--- config.mk ---
export PLATFORM = sky130hd
export DESIGN_NAME = add_seq_ctrl
export DESIGN_NICKNAME = d
export VERILOG_FILES = /design/src/rtl/add_seq_ctrl.sv
export SDC_FILE = /design/constraint.sdc
export NUM_CORES = 1
export LEC_CHECK = 0
export ABC_AREA = 1
export ABC_CLOCK_PERIOD_IN_PS = 3000
export CORE_AREA = 2 2 149 151
export CTS_CLUSTER_DIAMETER = 200
export DETAILED_ROUTE_END_ITERATION = 10
export DIE_AREA = 0 0 151 153
export GPL_TIMING_DRIVEN = 1
export HOLD_SLACK_MARGIN = 0.08
export PLACE_DENSITY_LB_ADDON = 0.08
export SLEW_MARGIN = 20
export SYNTH_ARGS = -nofsm -noshare
export SYNTH_HDL_FRONTEND = slang
export SYNTH_SLANG_ARGS = --single-unit
--- constraint.sdc ---
create_clock -name clk -period 3 [get_ports clk]
set_clock_uncertainty 0.2 [all_clocks]
set_input_delay 0.6 -clock clk [delete_from_list [all_inputs] [get_ports clk]]
set_output_delay 0.6 -clock clk [all_outputs]
set_load 0.03 [all_outputs]
--- src/rtl/add_seq_ctrl.sv ---
// Multi-word add sequencer: feeds one 16-bit word per cycle to an external ripple adder.
// Optional subtraction (sub port, ~op_b with initial carry 1) enabled by defining ADD_SEQ_SUB_EN.
module add_seq_ctrl #(
  parameter int unsigned MAX_WORDS = 4
) (
  input  logic                     clk,
  input  logic                     reset,
  input  logic                     start,
  input  logic [1:0]               nwords,
`ifdef ADD_SEQ_SUB_EN
  input  logic                     sub,
`endif
  input  logic [16*MAX_WORDS-1:0]  op_a,
  input  logic [16*MAX_WORDS-1:0]  op_b,
  output logic                     busy,
  output logic                     done,
  output logic [16*MAX_WORDS-1:0]  result,
  output logic                     carry_out,
  output logic [15:0]              add_a,
  output logic [15:0]              add_b,
  output logic                     add_cin,
  input  logic [15:0]              add_sum,
  input  logic                     add_cout
);

  typedef enum logic [1:0] {IDLE, RUN, DONE} state_t;

  // nwords can name more words than MAX_WORDS provides; clamp to the last real word
  localparam int unsigned LAST_W   = (MAX_WORDS > 4) ? 3 : MAX_WORDS - 1;
  localparam logic [1:0]  LAST_IDX = LAST_W[1:0];

  state_t                         state;
  logic [1:0]                     idx;
  logic [1:0]                     cnt;
  logic                           carry;
  logic [MAX_WORDS-1:0][15:0]     a_w;
  logic [MAX_WORDS-1:0][15:0]     b_w;
  logic [MAX_WORDS-1:0][15:0]     res_w;
  logic                           sub_sel;

`ifdef ADD_SEQ_SUB_EN
  assign sub_sel = sub;
`else
  assign sub_sel = 1'b0;
`endif

  assign result = res_w;

  always_comb begin
    add_a   = '0;
    add_b   = '0;
    add_cin = 1'b0;
    if (state == RUN) begin
      add_a   = a_w[idx];
      add_b   = b_w[idx];
      add_cin = carry;
    end
  end

  always_ff @(posedge clk) begin
    if (reset) begin
      state     <= IDLE;
      idx       <= '0;
      cnt       <= '0;
      carry     <= 1'b0;
      a_w       <= '0;
      b_w       <= '0;
      res_w     <= '0;
      carry_out <= 1'b0;
      busy      <= 1'b0;
      done      <= 1'b0;
    end else begin
      case (state)
        IDLE: begin
          done <= 1'b0;
          if (start) begin
            a_w       <= op_a;
            // subtraction stores the one's complement so RUN is identical for both ops
            b_w       <= sub_sel ? ~op_b : op_b;
            cnt       <= (nwords > LAST_IDX) ? LAST_IDX : nwords;
            res_w     <= '0;
            idx       <= '0;
            carry     <= sub_sel;
            carry_out <= 1'b0;
            busy      <= 1'b1;
            state     <= RUN;
          end
        end
        RUN: begin
          res_w[idx] <= add_sum;
          carry      <= add_cout;
          if (idx == cnt) begin
            carry_out <= add_cout;
            busy      <= 1'b0;
            done      <= 1'b1;
            state     <= DONE;
          end else begin
            idx <= idx + 2'd1;
          end
        end
        DONE: begin
          done  <= 1'b0;
          state <= IDLE;
        end
        default: state <= IDLE;
      endcase
    end
  end

endmodule
**Word-level counts from Yosys, hierarchy flattened**

Cells that the tools add are included.

- Flip-flop bits (word level): 202
- Input bits: 150
- Logic and storage cells: 68

- Add/sub/neg operators: 1
- Order comparisons: 3
- Equality and inequality tests: 6
- Muxes and demuxes: 28
- Reductions and logical operators: 11

Operators by type and width:

| cell | number |
|---|---|
| 64-bit case mux with 2 select lines | 1 |
| 16-bit 2-to-1 mux | 5 |
| 16-bit binary-select mux with 2-bit select | 2 |
| 64-bit bitwise mux | 1 |
| 64-bit 2-to-1 mux | 1 |
| 16-bit demux with 2-bit select | 1 |
| 2-bit 2-to-1 mux | 5 |
| 1-bit case mux with 2 select lines | 4 |
| 2-bit case mux with 2 select lines | 2 |
| 2-bit AND reduction | 4 |
| 1-bit 2-to-1 mux | 6 |
| 3-bit AND reduction | 2 |
| 2-bit inequality test (second input constant) | 2 |
| 2-bit nonzero test | 2 |
| 2-bit by 3-bit < comparator with 1-bit output (second input constant) | 1 |
| 2-bit by 1-bit adder with 2-bit output (second input constant) | 1 |
| 2-bit by 1-bit equality test with 1-bit output (second input constant) | 1 |
| 2-bit equality test | 1 |
| 2-bit equality test (second input constant) | 1 |
| 2-bit by 1-bit greater-or-equal comparator with 1-bit output (second input constant) | 1 |
| 2-bit greater-than comparator (second input constant) | 1 |
| 2-bit zero test | 1 |
| 2-bit by 1-bit inequality test with 1-bit output (second input constant) | 1 |
| 2-bit OR reduction | 1 |
| 1-bit logical AND | 1 |

**Logic depth before layout (Yosys ltp)**

Gate-level depths: netlist (run 1).

- Depth in word-level cells: 6
- Gate-level depth with buffers: 9
- Gate-level depth less buffers: 8

**Worst setup path after synthesis (run 1)**

No wires, ideal clock.

- Kind: register -> output
- Start: reg idx[1]
- End: out add_b[1]
- Arrival: 1.524 ns
- Data required time: 2.200 ns
- Path slack: 0.676 ns
- Cell stages (with the launch flop): 7
- Path buffers: 2
- Path through: dfxtp_1 > buf_2 > clkinv_1 > clkbuf_1 > nor2_1 > o21ai_0 > a21oi_1

- Word-level cells in the longest chain between the ends: 3

RTL lines:

| what | RTL line | RTL |
|---|---|---|
| start: declaration | 33 | `logic [1:0] idx;` |
| start signal: assignment | 98 | `idx <= idx + 2'd1;` |
| 16-bit binary-select mux with 2-bit select | 55 | `add_b = b_w[idx];` |
| 16-bit 2-to-1 mux (implied by the code) | 55 |  |
| 16-bit 2-to-1 mux | 53 | `if (state == RUN) begin` |
| end: declaration | 20 | `output logic [15:0] add_b,` |

No other way between the ends. The select of a mux whose other input is x is not followed.

**Final worst setup path (run 1)**

- Start: reg state[0]
- End: out add_cin

- Word-level cells in the longest chain between the ends: 2

RTL lines:

| what | RTL line | RTL |
|---|---|---|
| start: declaration | 32 | `state_t state;` |
| start signal: assignment | 62 | `state <= IDLE;` |
| start signal: assignment | 86 | `state <= RUN;` |
| start signal: assignment | 96 | `state <= DONE;` |
| 2-bit by 1-bit equality test with 1-bit output | 53 |  |
| 1-bit 2-to-1 mux | 53 |  |
| end: declaration | 21 | `output logic add_cin,` |

No other way between the ends.

==> reports/summary.txt, run 1 <==
Status - finished, final reports clean
Tmin final - 2.89 ns
Worst hold path class - flip-flop to flip-flop
P per Cell Area - 615 nW/um2
Placed Instance Area - 11000 um2
Initial Utilization - 0.393
CTS buffer count - 22
Top-Level Pins - 250
Core Region - 21500 um2
Largest net degree at the start of global routing - 97
DRT iter0 DRCs - 375
Synth top area share - 0.479
Largest area contributor in the netlist - dfxtp_1
R2R Setup Slk - 0.92 ns
Final Setup Violations - 0
RSZ-0062 raised after global routing - false
Worst R2R Start - idx[1]
Cell Count Post-Placement - 1639
Pleak - 4.51 nW
Layout cells sized above 1 - 0.0972
Ys Warns - 0
Gates resized, CTS repair - 0
Synth area leaders - dfxtp_1, nor2_1, o21ai_0, nand2_1, a21oi_1
Total power - 7.22 mW
Vias - 8061
Routed length per instance - 15.0 um
Hold_sp - result[24]
Sequential area share after synthesis - 0.479
Worst-path clk slew - 0.06 ns
Startpoint types - flip-flop
Max stage delay cell, worst path - clkdlybuf4s50_1
Design area - 11700 um2
DRC Markers - 0
Final wirelength - 25.2 mm
Row count - 54
Post-CTS setup buffers - 0
Arr. time, crit path - 2.09 ns
Global-route wire length before repair - 39.2 mm
Routed Antenna Nets - 0
Critical-path cell list - inv_2 > nor2_8 > inv_8 > nor2_1 > clkdlybuf4s50_1
Crit path max fanout - 55
Count of cell types in the netlist - 25
Crit path kind - flip-flop to primary output
Compound-gate portion of the synthesized area - 0.189
Initial antenna violation count - 0
Mean Syn Cell Area - 7.16 um2
Synth Area in Simple Gates - 0.259
GRT Total Usage - 0.210
Crit. End Element - primary output
Vias in the first global route - 7426
Worst path bufs/invs - 3
XOR/XNOR Fraction of Synth Area - 0
Adder-cell share of the synthesized area - 0.00593
Fmax - 0.346 GHz
Area Overhead vs Synth - 39.2%
Worst Hold End - result[24]
Max Slew Vio Count - 0
Total clock sinks - 202
CP required - 2.20 ns
R2R Path End - result[54]
H-tree levels - 1
GRT overflow - 0
TritonRoute pass-1 iters - 5
Non-filler cells, final - 1679
Main combinational cell family by area after synthesis - simple AND/OR/NAND/NOR gates
Hold depth - 2
Commonest non-fill, non-tap cell in the layout - nor2_1
Post-Syn Area - 8440 um2
Max-cap viol count - 0
Final GP Congestion - 0.831
Die Span Y - 153 um
Syn Nets - 1333
Worst path top cell family by delay - buffers and inverters
Die area - 23100 um2
Most frequent cells in the layout - nor2_1, clkdlybuf4s50_1, dfxtp_1
Hold-fix buffers, CTS - 0
Antenna diodes - 0
Max_slew headroom - 0.480
Nets - 1537
Buffers on Ports - 249
Worst r2r path cells - 6
Post-route setup TNS - 0 ns
Die X - 151 um
VDD IR max - 323 uV
Period utilisation layout - 0.963
Hold slack - 0.258 ns
Via-per-instance ratio - 4.80
Post-Syn Instances - 1179
Yosys reg bits - 202
DP Wirelength - 17.0 mm
Worst Tran Pin Value - 0.779 ns
Clk_lat worst skew - 0.50 ns
CTS tree - done
Critical path's largest stage delay - 0.68 ns
Final Hold Viols - 0
Mux cell area share after synthesis - 0
Clock buffer depth - 3
CTS Root Cell - clkbuf_16
cells in the mapped netlist:
| master | count |
|---|---|
| o21ai_0 | 192 |
| nor2_8 | 1 |
| ha_1 | 4 |
| o21ai_4 | 4 |
| clkbuf_1 | 43 |
| nand2_2 | 10 |
| a21oi_2 | 10 |
| buf_1 | 1 |
| buf_6 | 7 |
| buf_4 | 11 |
| inv_1 | 20 |
| buf_2 | 27 |
| dfxtp_1 | 202 |
| clkinv_1 | 1 |
| a21oi_1 | 92 |
| nor2_1 | 396 |
| nand2_4 | 2 |
| nand3b_1 | 1 |
| nand2_1 | 132 |
| inv_2 | 3 |
| nand3_1 | 4 |
| o21ai_1 | 3 |
| a21boi_0 | 1 |
| inv_8 | 1 |
| nor2_2 | 11 |
kinds of logic (layout without fill, tap and decap cells):
logic type | after synthesis | count (layout)
adders and majority gates | 4 | 4
and+or+nand+nor | 557 | 557
AOI/OAI and AO/OA | 302 | 302
buffers and inverters | 114 | 334
DFF | 202 | 202
power breakdown:
group	internal, mW	switching (mW)	leakage (nW)
Combinational	0.522	0.811	2.46
Clock	1.78	1.10	0.392
Sequential	2.90	0.105	1.66
worst max path at each step:
stage,from,to,cells past startpoint
after global placement,start,b_w[38],6
after detailed placement,state[0],add_cin,5
after floorplan,idx[1],add_b[1],6
after global routing,state[0],add_cin,5
after CTS,state[0],add_cin,5
final,state[0],add_cin,5
layer usage:
metal	track usage	wire, um	vias up	share of wire
met4	0.0445	361	0	0.014
met5	0	0	-	0
li1	-	-	4179	-
met2	0.335	11200	252	0.45
met1	0.300	11900	3607	0.47
met3	0.0328	1680	23	0.067
sequential cells by signal, summed over array words and instances (netlist names):
signal,count
done,1
cnt,2
b_w,64
busy,1
idx,2
result,64
carry,1
a_w,64
carry_out,1
state,2
layout make-up:
cell class	instances	area, um2
Clock inverter	10	125
Timing Repair Buffer	269	2630
Clock buffer	30	652
Sequential cell	202	4050
Multi-Input combinational cell	863	3830
Inverter	25	105
Tap cell	280	350
Fill cell	2141	9740
worst reg2reg max path, cell delays in order, from the launching register on:
cell	delay, ns
dfxtp_2	0.32
buf_4	0.26
ha_1	0.24
buf_4	0.21
o21ai_4	0.50
nand2_1	0.14
a21oi_1	0.15
per-stage QoR:
stage          utilization  worst slack (ns)
6_report             0.546             0.110
5_1_grt              0.546            0.0189
4_1_cts              0.546            0.0833
3_5_place_dp         0.510             0.614
3_3_place_gp         0.510             0.631
2_1_floorplan            -             0.676
No activity file was read; power rests on OpenSTA's default activity.
==> run 2, diff against run 1 <==
Settings changed: CTS_BUF_LIST from default to sky130_fd_sc_hd__clkbuf_16, DONT_BUFFER_PORTS from default to 1.
==> run 2 against run 1 <==
Largest power group unchanged. Non-clock buffer count down 116. Cell area decreased by 11%. Via count down 3.3%. Clock power decreased by 15%. Utilization is 5.9 points lower. Sequential power is 2% higher. Largest cell class unchanged. Sequential share of layout area up 4.2 points. Combinational power is 13% lower. Setup slack improved by 0.090 ns. Critical endpoint is now add_b[14]. Register-to-register slack is essentially flat. Wire length rose by 1.0%. Final cell count fell by 7.1%.
==> reports/summary.txt, run 2 (synthesized netlist as in run 1, its figures left out) <==
Final GP Congestion - 0.819
Die Span Y - 153 um
Crit path max fanout - 49
Max-cap viol count - 0
DRT iter0 DRCs - 388
Most used cell, CP - nor2_1
Initial antenna violation count - 1
CTS tree - done
Max stage delay cell, worst path - buf_6
Routed length per instance - 16.3 um
Placed Instance Area - 8750 um2
Total clock sinks - 202
Initial Utilization - 0.393
VDD IR max - 353 uV
DP Wirelength - 16.1 mm
Startpoint types - flip-flop
Pre-CTS WS - 0.619 ns
Post-route setup slack - 0.200 ns
Max_slew headroom - 0.559
Top-Level Pins - 250
CTS buffer count - 23
Nets - 1422
Die area - 23100 um2
Critical-path cell list - buf_6 > nor2_1 > nor2_1 > o21ai_0 > a21oi_1 > buf_4
Area Overhead vs Synth - 24.1%
Worst-path clk slew - 0.06 ns
Total power - 6.69 mW
Layout cells sized above 1 - 0.0946
Buffers on Ports - 0
P per Cell Area - 639 nW/um2
CTS Root Cell - clkbuf_16
Global-route wire length before repair - 39.4 mm
Clock buffer depth - 3
Utilization after layout - 0.487
Final Hold Viols - 0
Post-CTS setup buffers - 0
Most frequent cells in the layout - nor2_1, dfxtp_1, o21ai_0
Largest net degree at the start of global routing - 109
Crit path kind - flip-flop to primary output
Row count - 54
Final wirelength - 25.5 mm
Final Setup Violations - 0
Routed Antenna Nets - 0
Period utilisation layout - 0.933
Via-per-instance ratio - 5.00
DRC Markers - 0
GRT overflow - 0
Non-filler cells, final - 1560
GRT Total Usage - 0.211
Core Region - 21500 um2
Fmax - 0.357 GHz
TritonRoute pass-1 iters - 5
Hold slack - 0.0724 ns
Worst hold path class - input pin to flip-flop
CP required - 2.20 ns
Post-route setup TNS - 0 ns
Pleak - 4.06 nW
Vias in the first global route - 7150
Worst Tran Pin Value - 0.660 ns
Max Slew Vio Count - 0
Commonest non-fill, non-tap cell in the layout - nor2_1
Clk_lat worst skew - 0.52 ns
Vias - 7793
H-tree levels - 1
RSZ-0062 raised after global routing - false
Status - finished, final reports clean
Die X - 151 um
Design area - 10500 um2
Filler Cells Inserted - 2210
Cell Count Post-Placement - 1417
Arr. time, crit path - 2.00 ns
Crit. End Element - primary output
Tmin final - 2.80 ns
Critical path's largest stage delay - 0.36 ns
## run 2: changes by cell type in the layout (fill, tap and decap cells not counted), moves of 3 or more
cell / delta
bufinv_16: -3
clkdlybuf4s50_1: -216
clkbuf_8: -5
clkinv_2: -4
buf_4: -5
clkinv_1: +5
dlygate4sd3_1: +105
inv_1: +3
## run 2: metal layers
layer	share of wire	wire length (um)	track usage
met1	0.47	12000	0.295
met4	0.019	492	0.0552
met3	0.069	1760	0.0475
met2	0.44	11300	0.329
met5	0	0	0
## run 2: worst paths after layout
kind                 start  slack (ns)   endpoint  cells after the start
setup / recovery    idx[0]        0.20  add_b[14]                      6
hold reg to reg    a_w[58]        0.27    a_w[58]                      2
hold / removal    op_b[23]        0.07    b_w[23]                      2
setup reg to reg  state[1]        0.93    b_w[46]                      6
## run 2: power by group
group          leakage [nW]  switching, mW  total (mW)  internal (mW)
combinational          2.07          0.747        1.16          0.410
sequential             1.66          0.159        3.07           2.91
clock                 0.324           1.09        2.46           1.38
total                  4.06           2.00        6.69           4.69
## run 2: final cells by class
cell class              instances  area, um2  share of cell area
diodes                          1       2.50            0.000239
clock buffers                  23        576              0.0550
clock inverters                13       61.3             0.00586
well taps                     280        350              0.0335
multi-input cells             863       3830               0.366
flip-flops and latches        202       4050               0.387
inverters                      25        105              0.0100
repair buffers                153       1500               0.143
## run 2: timing repair
action,CTS,global route
endpoints found under the hold margin,174,0
hold buffers,106,0
resized for setup,0,1
setup endpoints to repair,0,6
## run 2: worst max-delay path, delay by kind of cell (launching register included)
| kind | cells | cell delay, ns |
|---|---|---|
| and+or+nand+nor | 2 | 0.25 |
| buffers and inverters | 2 | 0.56 |
| AOI/OAI and AO/OA | 2 | 0.32 |
| DFF | 1 | 0.35 |
